===== config.mk =====
export PLATFORM = sky130hd
export DESIGN_NAME = mac_tile_sequencer
export DESIGN_NICKNAME = d
export VERILOG_FILES = /design/src/rtl/mac_tile_sequencer.sv
export SDC_FILE = /design/constraint.sdc
export NUM_CORES = 1
export LEC_CHECK = 0
export BUFFER_PORTS_ARGS = -buffer_cell sky130_fd_sc_hd__clkbuf_2
export CAP_MARGIN = 30
export CORE_MARGIN = 3
export CORE_UTILIZATION = 40
export DETAILED_ROUTE_END_ITERATION = 10
export MAX_ROUTING_LAYER = met4
export PLACE_DENSITY = 0.75
export SYNTH_ARGS = -nofsm -noshare
export SYNTH_HDL_FRONTEND = slang
export SYNTH_SLANG_ARGS = --single-unit

===== constraint.sdc =====
create_clock -name clk -period 1.8 [get_ports clk]
set_input_delay 0.36 -clock clk [delete_from_list [all_inputs] [get_ports clk]]
set_output_delay 0.36 -clock clk [all_outputs]
set_load 0.02 [all_outputs]

===== src/rtl/mac_tile_sequencer.sv =====
// mac_tile_sequencer
// Runs one dot-product job: issues paired weight/data buffer reads, one per tile,
// follows them through the buffer read and the multiplier pipeline, strobes the
// accumulator, then offers the result on a valid/ready handshake and pulses done.
// Every output is a flop. Each output flop is loaded from the next-state decode, so
// the outputs always match the state currently held in the state register.

module mac_tile_sequencer #(
  parameter int N   = 144,  // multiplier lanes; no datapath in this block
  parameter int LAT = 3,    // multiplier pipeline latency, >= 1
  parameter int AW  = 10,   // buffer address width
  parameter int CW  = 10    // tile-count width
) (
  input  logic          clk,
  input  logic          rst_n,
  input  logic          start,
  input  logic [CW-1:0] num_tiles,
  input  logic [AW-1:0] w_base,
  input  logic [AW-1:0] d_base,
  output logic          busy,
  output logic          w_rd_en,
  output logic [AW-1:0] w_rd_addr,
  output logic          d_rd_en,
  output logic [AW-1:0] d_rd_addr,
  output logic          acc_en,
  output logic          acc_clr,
  output logic          out_valid,
  input  logic          out_ready,
  output logic          done
);

  generate
    if (LAT < 1 || N < 1) begin : g_param_check
      $error("mac_tile_sequencer: LAT and N must both be at least 1");
    end
  endgenerate

  typedef enum logic [2:0] {
    S_IDLE   = 3'd0,
    S_ISSUE  = 3'd1,
    S_DRAIN  = 3'd2,
    S_RESULT = 3'd3,
    S_FIN    = 3'd4
  } state_t;

  localparam logic [CW-1:0] CNT_ONE  = {{(CW-1){1'b0}}, 1'b1};
  localparam logic [AW-1:0] ADDR_ONE = {{(AW-1){1'b0}}, 1'b1};

  state_t          state_r, state_nxt;
  logic [CW-1:0]   tiles_r, tiles_nxt;
  logic [CW-1:0]   cnt_r, cnt_nxt;      // tiles issued so far, including this cycle
  logic [AW-1:0]   w_addr_nxt, d_addr_nxt;
  logic            rd_en_nxt;
  logic            first_r, first_nxt;  // marks the read of tile 0
  logic [LAT-1:0]  vpipe_r;             // read strobe travelling through read + multiply
  logic [LAT-1:0]  fpipe_r;             // first-tile flag travelling alongside it

  // Next-state and next-output decode; addresses wrap silently at 2^AW.
  always_comb begin
    state_nxt  = state_r;
    tiles_nxt  = tiles_r;
    cnt_nxt    = cnt_r;
    w_addr_nxt = w_rd_addr;
    d_addr_nxt = d_rd_addr;
    rd_en_nxt  = 1'b0;
    first_nxt  = 1'b0;
    case (state_r)
      S_IDLE: begin
        if (start) begin
          if (num_tiles != {CW{1'b0}}) begin
            state_nxt  = S_ISSUE;
            tiles_nxt  = num_tiles;
            cnt_nxt    = CNT_ONE;
            w_addr_nxt = w_base;
            d_addr_nxt = d_base;
            rd_en_nxt  = 1'b1;
            first_nxt  = 1'b1;
          end else begin
            state_nxt = S_FIN;
          end
        end else begin
          state_nxt = S_IDLE;
        end
      end
      S_ISSUE: begin
        if (cnt_r == tiles_r) begin
          state_nxt = S_DRAIN;
        end else begin
          cnt_nxt    = cnt_r + CNT_ONE;
          w_addr_nxt = w_rd_addr + ADDR_ONE;
          d_addr_nxt = d_rd_addr + ADDR_ONE;
          rd_en_nxt  = 1'b1;
        end
      end
      S_DRAIN: begin
        // The last read has left the pipe once every stage is empty; the final
        // acc_en is in its output flop this cycle, so out_valid follows it.
        if (vpipe_r == {LAT{1'b0}}) begin
          state_nxt = S_RESULT;
        end else begin
          state_nxt = S_DRAIN;
        end
      end
      S_RESULT: begin
        if (out_ready) begin
          state_nxt = S_FIN;
        end else begin
          state_nxt = S_RESULT;
        end
      end
      S_FIN: begin
        state_nxt = S_IDLE;
      end
      default: begin
        state_nxt = S_IDLE;
      end
    endcase
  end

  // State, job registers and output flops loaded from the next-state decode.
  always_ff @(posedge clk or negedge rst_n) begin
    if (!rst_n) begin
      state_r   <= S_IDLE;
      tiles_r   <= {CW{1'b0}};
      cnt_r     <= {CW{1'b0}};
      first_r   <= 1'b0;
      busy      <= 1'b0;
      w_rd_en   <= 1'b0;
      d_rd_en   <= 1'b0;
      w_rd_addr <= {AW{1'b0}};
      d_rd_addr <= {AW{1'b0}};
      out_valid <= 1'b0;
      done      <= 1'b0;
    end else begin
      state_r   <= state_nxt;
      tiles_r   <= tiles_nxt;
      cnt_r     <= cnt_nxt;
      first_r   <= first_nxt;
      busy      <= (state_nxt != S_IDLE);
      w_rd_en   <= rd_en_nxt;
      d_rd_en   <= rd_en_nxt;
      w_rd_addr <= w_addr_nxt;
      d_rd_addr <= d_addr_nxt;
      out_valid <= (state_nxt == S_RESULT);
      done      <= (state_nxt == S_FIN);
    end
  end

  // Valid pipe: one stage for the buffer read plus LAT multiplier stages,
  // the last stage being the acc_en/acc_clr output flops.
  always_ff @(posedge clk or negedge rst_n) begin
    if (!rst_n) begin
      vpipe_r <= {LAT{1'b0}};
      fpipe_r <= {LAT{1'b0}};
      acc_en  <= 1'b0;
      acc_clr <= 1'b0;
    end else begin
      vpipe_r[0] <= w_rd_en;
      fpipe_r[0] <= w_rd_en & first_r;
      for (int i = 1; i < LAT; i++) begin
        vpipe_r[i] <= vpipe_r[i-1];
        fpipe_r[i] <= fpipe_r[i-1];
      end
      acc_en  <= vpipe_r[LAT-1];
      acc_clr <= vpipe_r[LAT-1] & fpipe_r[LAT-1];
    end
  end

endmodule


Word-level counts from Yosys, hierarchy flattened
Cells that the tools add are included.

storage, ports and cells
  register bits after elaboration = 56
  input port bits = 34
  output and inout port bits = 27
  logic and storage cells = 58

operators by class
  $add $sub $neg = 3
  eq/ne operators = 9
  multiplexer cells = 23
  bitwise logic cells = 2
  reductions and logical operators = 7

operator list
  cell                                                              number
  10-bit two-way mux                                                9
  10-bit case mux with 2 select lines                               3
  10-bit by 1-bit adder with 10-bit output (second input constant)  3
  3-bit two-way mux                                                 4
  3-bit case mux with 4 select lines                                1
  10-bit == test                                                    1
  10-bit nonzero test                                               1
  3-bit by 2-bit == test with 1-bit output (second input constant)  3
  3-bit logical NOT                                                 2
  2-bit != test (second input constant)                             3
  1-bit two-way mux                                                 5
  4-bit AND reduction                                               1
  3-bit by 1-bit == test with 1-bit output (second input constant)  1
  3-bit == test (second input constant)                             1
  3-bit AND reduction                                               1
  3-bit nonzero test                                                1
  1-bit AND                                                         2
  1-bit case mux with 2 select lines                                1
  2-bit nonzero test                                                1

Depth between registers and ports, before layout
Gate-level depths: netlist (run 1).

  depth after elaboration = 5
  gate-level depth with buffers = 8
  gate-level depth less buffers = 7

Worst setup path after synthesis (run 1)
Ideal clock, no wire load.

  kind = reg2reg
  start point = register state_r[1]
  end point = register d_rd_addr[1]
  setup time = 0.127 ns
  data arrival time = 1.778 ns
  required time = 1.673 ns
  path slack = -0.106 ns
  cell stages (with the launch flop) = 8
  buffers on the path = 1
  period minus slack after synthesis = 1.906 ns
  cell sequence = dfrtp_1 > nor4b_4 > nand2_2 > inv_2 > a21oi_2 > inv_2 > buf_4 > mux2_1

on the way
  longest elaborated chain between the ends = 3
  elaborated cells on any way between the ends = 8
  those cells by class = eq/ne (4); mux (1); reduce/logical (3)

RTL lines
  what                                                                                  line  RTL
  from (decl)                                                                           49    state_t state_r, state_nxt;
  from (signal assigned)                                                                135   state_r <= state_nxt;
  3-bit by 1-bit == test with 1-bit output / 3-bit logical NOT (equally long branches)  67    case (state_r)
  2-bit != test (no source line) / 2-bit nonzero test (equally long branches)           --
  4-bit AND reduction (no source line)                                                  --
  to (signal assigned)                                                                  131   d_rd_addr <= {AW{1'b0}};
  to (signal assigned)                                                                  143   d_rd_addr <= d_addr_nxt;
  to (decl)                                                                             24    output logic [AW-1:0] d_rd_addr,

Parallel ways exist; a longest one is shown, timed or not.
A chain may end at the register's enable or synchronous reset.

Final worst setup path (run 1)
  start point = register cnt_r[4]
  end point = register d_rd_addr[9]

on the way
  longest elaborated chain between the ends = 3

RTL lines
  what                                  line  RTL
  from (decl)                           51    logic [CW-1:0] cnt_r, cnt_nxt;
  from (signal assigned)                125   cnt_r <= {CW{1'b0}};
  from (signal assigned)                137   cnt_r <= cnt_nxt;
  10-bit == test                        86    if (cnt_r == tiles_r) begin
  2-bit != test (no source line)        --
  4-bit AND reduction (no source line)  --

No other way between the ends.

==> impl_metrics.yaml, run 1 <==
critical_path:
  crit_path_start_kind: "flip-flop"
  cp_data_required_time_ns: 2.02
  crit_arrival_ns: 2.11
  critPathLaunch: "cnt_r[4]"
  end_kind: "flip-flop"
  cp_max_fo: 10
  path_class: "flip-flop to flip-flop"
  regToRegStartpoint: "cnt_r[4]"
sta:
  fin_skew_ns: 0.01231
  fmax_mhz: 528.4
  fin_crit_sh: 1.051
  setup_tns_ns: -0.2758
  rsz0062_at_grt: "true"
  finalSetupViolations: 5
  worstMarginPinSlew_ns: 0.4961
  max-slew-margin-rel: 0.6693
  setup_slack_ns: -0.09255
  finalHoldViolCount: 0
  min_period_ns: 1.893
  slew_viol_final: 0
yosys:
  synth_area_per_cell_um2: 9.608
  ys_async_sr_fraction: 1.000
  ys_ff_latch: 56
  synth_edf_count: 0
  syn_area_um2: 2786
  synth_area_leader_cell: "dfrtp_1"
  synth_warnings: 0
  synth-seq-area-share: 0.5029
  synthTopCellsByArea: "dfrtp_1 (50%), nand2_1 (7.7%), xor2_1 (3.1%)"
  yosys.area.top_type_share: 0.5029
  synth.top_cells.by_count: "nand2_1 (57), dfrtp_1 (56), nor2_1 (18)"
  synth.distinct_cells: 51
  synthFlopType: "dfrtp_1"
  synth_nets: 327
  synth_most_common_cell: "nand2_1"
  syn_inst: 290
power:
  total_leakage_power_nw: 1.702
  peakVddDrop_uv: 1019
  p_int_w: 0.003266
  power_density_nw_per_um2: 1636
  switching_share: 0.4495
  p_switching_w: 0.002667
  p_seq_frac: 0.374
  p_total_w: 0.005933
  pwr-share-clk: 0.125
  p_comb_frac: 0.502
floorplan:
  num_rows: 29
  die_h_um: 89.46
  die-area_um2: 8003
  start_util: 0.4266
  core-area_um2: 6531
  ios: 61
  die_w_um: 89.46
global_routing:
  grt_usage: 0.2007
  first_global_vias: 2481
  grt_overflow: 0
  grt_pass1_wl_um: 11840
  grt_start_max_net_pins: 41
  antenna_found_initial: 0
clocking:
  htreeDepth: 2
  clk_pin_slew_ns: 0.11
  clock_path_buffers: 2
  cts-root-buf: "clkbuf_8"
  cts_tree: "done"
  clock-sinks: 56
  cts_made_buffers: 5
  clkLatencyLatePin_ns: 0.32
detailed_routing:
  dr.pass1.iters: 4
  drt_iter0_markers: 134
  routed_wl_um: 7557
  post_drt_wl_per_cell_um: 16.50
  drc: 0
  via_per_inst: 5.662
  vias: 2593
  postRouteAntennaNets: 0
placement:
  gp_congestion: 0.8829
  hpwl_um: 5452
  dpl_cell_area_um2: 3390
  port_buffers: 60
worst_hold_path:
  min_from: "num_tiles[2]"
  hold_class: "primary input to flip-flop"
final_layout:
  antenna_cells: 0
  final_cell_area_um2: 3626
  drive_gt1_frac: 0.3438
  syn_to_final_growth_pct: 30.13
  final_nets: 417
status:
  violations: "setup timing"
  outcome: "finished, violations left"
job:
  maxCapViolations: 0
[routing by layer]
| layer | wire [um] | track usage |
|---|---|---|
| met2 | 3659 | 0.3128 |
| met1 | 3292 | 0.2628 |
| met5 | 0 | - |
| met4 | 148 | 0.06631 |
| met3 | 457 | 0.03963 |
[worst paths after layout]
| kind | endpoint | slack [ns] | depth (start not counted) |
|---|---|---|---|
| hold / removal | tiles_r[2] | 0.25 | 3 |
| setup reg to reg | d_rd_addr[9] | -0.09 | 6 |
| setup / recovery | d_rd_addr[9] | -0.09 | 6 |
| max in group asynchronous | state_r[2] | 0.70 | 3 |
| min in group asynchronous | w_rd_addr[5] | 0.52 | 2 |
| hold reg to reg | fpipe_r[1] | 0.36 | 0 |
[layout make-up]
class | instances | area [um^2]
tap | 77 | 96.34
timing repair buffer | 98 | 638.1
sequential | 56 | 1403
clock inverter | 3 | 25.02
fill | 585 | 2905
inverter | 3 | 13.76
multi-input combinational | 216 | 1381
clock buffer | 5 | 68.82
[power groups by stage]
stage	registers, W	clock network (W)	logic [W]
6_report	0.00222	0.000739	0.00298
3_3_place_gp	0.00220	0	0.00272
5_1_grt	0.00228	0.000801	0.00327
3_5_place_dp	0.00222	0	0.00281
2_1_floorplan	0.00250	0	0.00148
4_1_cts	0.00220	0.000756	0.00286
[cells in the final DEF, fill, tap and decap left out, drive strengths merged, types with 3 or more instances in the layout]
master and n:
inv 5, and3 6, o22ai 3, nand3 17, dfrtp 56, and2 3, nand2 58, a22oi 4
clkbuf 66, xor2 10, o31ai 5, ha 3, nor4 10, o21ai 16, a21oi 13, nor3 4
mux2i 4, buf 36, nand4 4, or4 3, nor2 19, o211ai 4, o311ai 4
[per-stage QoR]
stage                     instances  worst slack, ns  hold WS (ns)    util
after global placement          445         -0.01147        0.3347  0.5190
after detailed placement        445          -0.1288        0.3364  0.5190
after CTS                       455         -0.08309        0.2443  0.5387
after global routing            458          -0.1471        0.2669  0.5552
after floorplan                 290         -0.04530       0.06441       -
final                           458         -0.09255        0.2520  0.5552
[worst max-delay path, stage by stage, from the launching register on]
cell,delay (ns)
dfrtp_1,0.42
xor2_1,0.19
nor4_2,0.33
nand3_2,0.17
buf_4,0.22
and3_1,0.18
o32a_1,0.29
[sequential cells by signal (all words and copies together), names as in the netlist]
register   count
done           1
cnt_r         10
tiles_r       10
acc_en         1
d_rd_en        1
fpipe_r        3
d_rd_addr     10
vpipe_r        3
state_r        3
w_rd_addr     10
busy           1
out_valid      1
acc_clr        1
first_r        1
[logic make-up after synthesis]
logic type / synth area share
AOI/OAI and AO/OA: 0.1428
and+or+nand+nor: 0.2551
buffers and inverters: 0.03188
DFF: 0.5029
xor gates and xnor gates: 0.03143
adders and majority gates: 0.01347
muxes: 0.02245
[what timing repair did]
item / CTS / global route
hold buffers: 1 / 0
pin swaps: 5 / 3
hold endpoints to repair: 16 / 0
setup buffers: 1 / 2
setup endpoints to repair: 7 / 27
cloned: 0 / 1
resized for setup: 4 / 14
Note: power is estimated with default switching activity, not from simulation.
==> run 2: changes to the inputs <==
==> constraint.sdc (replaced) <==
create_clock -name clk -period 1.8 [get_ports clk]
set_input_delay 0.09 -clock clk [delete_from_list [all_inputs] [get_ports clk]]
set_output_delay 0.09 -clock clk [all_outputs]
set_load 0.02 [all_outputs]
==> run 2 against run 1 <==
Net effect: the flow still finishes with violations (setup timing); maximum frequency up 1.1%; final cell count rose by 1.1%; via count is 2.0% higher; register-to-register slack better by 0.02 ns; clock skew decreased by 0.0035 ns; clock power grew 2.8%; non-clock buffer count increased by 5; worst hold slack lost 0.25 ns; sequential power hardly changed; wire length fell by 0.60%; utilization rose by 0.71 points; highest routed layer unchanged.
==> impl_metrics.yaml, run 2 (synthesized netlist as in run 1, its figures left out) <==
final_layout:
  nFillCells: 581
  final_common_cell: "clkbuf_2"
  final_cell_area_um2: 3672
  final_nets: 422
  layout.cells.most_common_list: "clkbuf_2 (60), nand2_1 (57), dfrtp_1 (55)"
  antenna_cells: 0
  syn_to_final_growth_pct: 31.79
  drive_gt1_frac: 0.3394
worst_hold_path:
  min_from: "num_tiles[9]"
  hold_class: "primary input to flip-flop"
clocking:
  clock-sinks: 56
  clkLatencyLatePin_ns: 0.32
  clock_path_buffers: 2
  cts_tree: "done"
  clk_pin_slew_ns: 0.11
  cts-root-buf: "clkbuf_8"
  htreeDepth: 2
  cts_made_buffers: 5
global_routing:
  grt_usage: 0.1986
  grt_start_max_net_pins: 27
  antenna_found_initial: 0
  grt_overflow: 0
  grt_pass1_wl_um: 11790
  first_global_vias: 2492
sta:
  setup_slack_ns: -0.07157
  fin_crit_sh: 1.040
  worstMarginPinSlew_ns: 0.5305
  finalHoldViolCount: 0
  max-slew-margin-rel: 0.6464
  fin_skew_ns: 0.008787
  rsz0062_at_grt: "true"
  finalSetupViolations: 5
  slew_viol_final: 0
  min_period_ns: 1.872
  fmax_mhz: 534.3
  hold_ws_ns: 0.0007445
job:
  maxCapViolations: 0
detailed_routing:
  dr.pass1.iters: 5
  top_layer_used: "met4"
  vias: 2645
  drc: 0
  routed_wl_um: 7512
  post_drt_wl_per_cell_um: 16.22
  wl_met1_um: 3277
  drt_iter0_markers: 163
  via_per_inst: 5.713
  postRouteAntennaNets: 0
  wl_met3_um: 426
  met2WireLength_um: 3713
status:
  outcome: "finished, violations left"
  violations: "setup timing"
floorplan:
  num_rows: 29
  start_util: 0.4266
  ios: 61
  die-area_um2: 8003
  core-area_um2: 6531
  die_w_um: 89.46
  die_h_um: 89.46
critical_path:
  r2r_setup_slack_ns: -0.07
  crit_path_start_kind: "flip-flop"
  critPathLaunch: "cnt_r[7]"
  path_class: "flip-flop to flip-flop"
  cp_max_fo: 6
  end_kind: "flip-flop"
  crit_arrival_ns: 2.08
  cp_data_required_time_ns: 2.01
  regToRegStartpoint: "cnt_r[7]"
power:
  peakVddDrop_uv: 870.8
  power_density_nw_per_um2: 1630
  total_leakage_power_nw: 1.739
placement:
  hpwl_um: 5319
  dpl_cell_area_um2: 3339
  gp_congestion: 0.8930
  port_buffers: 60
[run 2: changes by cell type in the layout (fill, tap and decap cells not counted), sizes merged]
cell,previous run,this run
buf,36,35
clkinvlp,1,0
dlygate4sd3,1,7
inv,5,6
[run 2: worst paths after layout]
kind | end | cells after the start
hold reg to reg | fpipe_r[1] | 0
setup reg to reg | busy | 6
max in group asynchronous | w_rd_addr[4] | 3
min in group asynchronous | tiles_r[1] | 2
hold / removal | tiles_r[9] | 3
setup / recovery | busy | 6
[run 2: report_power, final]
| group | switching [W] | internal (W) | leakage (nW) |
|---|---|---|---|
| logic | 0.00173 | 0.00127 | 1.00 |
| clock network | 0.000465 | 0.000295 | 0.0511 |
| registers | 0.000473 | 0.00175 | 0.685 |
| total | 0.00267 | 0.00332 | 1.74 |
[run 2: timing repair]
item / CTS / global route
hold buffers: 7 / 0
gates cloned: 0 / 1
pin swaps: 5 / 4
endpoints found under the hold margin: 25 / 0
resized for setup: 4 / 16
setup endpoints to repair: 6 / 20
buffers inserted: 1 / 6
[run 2: worst max-delay path: stages, from the launching register on]
cell,delay (ns)
dfrtp_1,0.40
xor2_1,0.17
nor4_2,0.34
nand3_2,0.17
a21oi_4,0.20
inv_4,0.07
or4_1,0.39
[run 2: routing by layer]
layer  vias up  track usage
li1       1245            -
met1      1290       0.2617
met2       101       0.3195
met3         9      0.02949
met4         0      0.05683
met5         -            -
[run 2: area by class of cell]
cell class              instances  area, um^2  area share
clock inverters                 3       28.78    0.007836
clock buffers                   5       68.82     0.01874
inverters                       3       18.77    0.005111
well taps                      77       96.34     0.02624
flip-flops and latches         56        1403      0.3819
repair buffers                103       681.9      0.1857
multi-input cells             216        1375      0.3744
[run 2: through the flow]
step	TNS, ns	utilization	worst slack (ns)	power, W	cells
4_1_cts	-0.1243	0.5410	-0.05915	0.005729	456
3_5_place_dp	-0.1713	0.5113	-0.07959	0.004937	440
5_1_grt	-0.9094	0.5623	-0.1363	0.006408	463
2_1_floorplan	-0.09061	-	-0.04530	0.003981	290
3_3_place_gp	-0.04478	0.5113	-0.02762	0.004841	440
6_report	-0.2268	0.5623	-0.07157	0.005987	463
==> run 3: changes to the inputs <==
Settings changed: ABC_AREA set to 1, GPL_TIMING_DRIVEN set to 0, PLACE_DENSITY 0.75 to 0.74.
==> run 3 against run 2 <==
Net effect: the run now ends clean; register-to-register slack better by 0.21 ns; synthesized cell count up 39%; global-route usage is 2.1 points lower; area after synthesis is 9.3% higher; critical path depth up 4; first-iteration DRC count rose by 15%; sequential share of layout area increased by 0.057 points; die area increased by 8.7%; highest routed layer unchanged.
==> impl_metrics.yaml, run 3 <==
floorplan:
  ios: 61
  start_util: 0.4156
  die-area_um2: 8700
  die_w_um: 93.28
  die_h_um: 93.28
  num_rows: 31
  core-area_um2: 7331
global_routing:
  grt_pass1_wl_um: 12030
  antenna_found_initial: 0
  grt_overflow: 0
  grt_usage: 0.1773
  grt_start_max_net_pins: 57
  first_global_vias: 2718
worst_hold_path:
  min_to: "tiles_r[6]"
  min_from: "num_tiles[6]"
  hold_depth: 3
  hold_class: "primary input to flip-flop"
status:
  outcome: "finished clean"
clocking:
  clock-sinks: 56
  cts_tree: "done"
  clkLatencyLatePin_ns: 0.31
  cts-root-buf: "clkbuf_8"
  cts_made_buffers: 5
  clk_pin_slew_ns: 0.11
  clock_path_buffers: 2
  htreeDepth: 2
yosys:
  synth_area_per_cell_um2: 7.560
  syn_inst: 403
  ys_ff_latch: 56
  yosys.area.top_type_share: 0.4600
  synth-seq-area-share: 0.4600
  syn_area_um2: 3047
  synth_edf_count: 0
  synth_area_leader_cell: "dfrtp_1"
  synth_nets: 440
  synth_warnings: 0
  ys_async_sr_fraction: 1.000
  synth.distinct_cells: 29
  synth.top_cells.by_count: "nand2_1 (151), dfrtp_1 (56), nand3_1 (43)"
  synth_most_common_cell: "nand2_1"
  synthFlopType: "dfrtp_1"
  synthTopCellsByArea: "dfrtp_1 (46%), nand2_1 (19%), nand3_1 (7.1%)"
detailed_routing:
  dr.pass1.iters: 4
  postRouteAntennaNets: 0
  via_per_inst: 4.879
  drt_iter0_markers: 187
  routed_wl_um: 7206
  drc: 0
  post_drt_wl_per_cell_um: 12.47
  vias: 2820
final_layout:
  instances_no_fill: 578
  syn_to_final_growth_pct: 20.25
  antenna_cells: 0
  final_cell_area_um2: 3664
  final_nets: 515
  nFillCells: 704
  multi_input_area_um2: 1430
  layout.cells.most_common_list: "nand2_1 (151), clkbuf_2 (59), dfrtp_1 (56)"
  drive_gt1_frac: 0.2255
  ff_latch_area_um2: 1401
  final_common_cell: "nand2_1"
critical_path:
  r2r_setup_slack_ns: 0.14
  path_class: "primary input to flip-flop"
  crit_path_start_kind: "primary input"
  end_kind: "flip-flop"
  crit_arrival_ns: 1.93
  r2r-end: "d_rd_addr[9]"
  reg2reg_depth: 9
  cp_data_required_time_ns: 2.02
  regToRegStartpoint: "state_r[1]"
  cp_max_fo: 10
sta:
  slew_viol_final: 0
  min_period_ns: 1.710
  finalHoldViolCount: 0
  max-slew-margin-rel: 0.4896
  worstMarginPinSlew_ns: 0.7656
  fin_skew_ns: 0.006470
  hold_ws_ns: 0.01335
  fin_crit_sh: 0.9502
  fmax_mhz: 584.7
  finalSetupViolations: 0
placement:
  dpl.cell_count: 562
  hpwl_um: 5238
  port_buffers: 60
  dpl_cell_area_um2: 3473
  gp_congestion: 0.9062
power:
  total_leakage_power_nw: 1.925
  peakVddDrop_uv: 508.8
  p_total_w: 0.006019
  power_density_nw_per_um2: 1643
job:
  maxCapViolations: 0
==> run 3: cell types whose count changed in the layout (fill, tap and decap cells not counted), moves of 9 or more <==
cell and delta:
a21oi_1 -9, inv_1 +22, nand3_1 +28, buf_4 -26
nor2_1 +11, nand2_1 +94
==> run 3: critical path, stage by stage <==
cell and delay (ns):
dlygate4sd3_1 0.53, clkbuf_2 0.11, or2_2 0.28, nor2_1 0.27
a21oi_4 0.11, inv_2 0.10, nand2_2 0.09, buf_4 0.19
o21ai_1 0.08, nand2_1 0.06
==> run 3: area by class of cell <==
class / count / share of cell area
Buffer: 17 / 0.03347
Clock buffer: 5 / 0.01878
Clock inverter: 3 / 0.006831
Inverter: 29 / 0.02971
Multi-Input combinational cell: 301 / 0.3904
Sequential cell: 56 / 0.3825
Tap cell: 99 / 0.03381
Timing Repair Buffer: 68 / 0.1045
==> run 3: kinds of logic after synthesis <==
family          synth area share
compound gates           0.05585
simple gates              0.3548
fa+ha+maj                0.01232
flops                     0.4600
buf+inv                  0.07392
xor+xnor                 0.04312
==> run 3: what timing repair did <==
item	in CTS	in global routing
hold buffers	8	0
setup buffers	0	0
endpoints found under the setup margin	0	16
resized for setup	0	5
hold endpoints to repair	63	0
==> run 3: worst max path at each step <==
stage                       from           end  slack (ns)
finish              num_tiles[1]      cnt_r[0]        0.09
global route        num_tiles[1]  w_rd_addr[7]       -0.02
CTS                   state_r[1]  d_rd_addr[4]        0.05
floorplan             state_r[1]      cnt_r[1]        0.31
global placement      state_r[1]      cnt_r[6]        0.12
detailed placement    state_r[1]  d_rd_addr[4]        0.07
==> run 3: where the power goes <==
part	internal, W	leakage (nW)	switching, W
combinational	0.00115	1.18	0.00195
sequential	0.00174	0.701	0.000454
clock	0.000285	0.0452	0.000442
total	0.00317	1.92	0.00284
==> run 3: stage by stage <==
step / util / setup WS (ns) / TNS [ns]
2_1_floorplan: - / 0.3069 / 0
3_3_place_gp: 0.4735 / 0.1218 / 0
3_5_place_dp: 0.4738 / 0.07011 / 0
4_1_cts: 0.4975 / 0.04809 / 0
5_1_grt: 0.4997 / -0.02276 / -0.1609
6_report: 0.4997 / 0.08964 / 0
==> run 3: metal layers <==
metal  wire, um  vias to the layer above  track usage
met4        138                        0      0.07692
met3        370                       10      0.03298
met2       3437                       70       0.2889
met1       3261                     1319       0.2155
li1           -                     1421            -
met5          0                        -            -
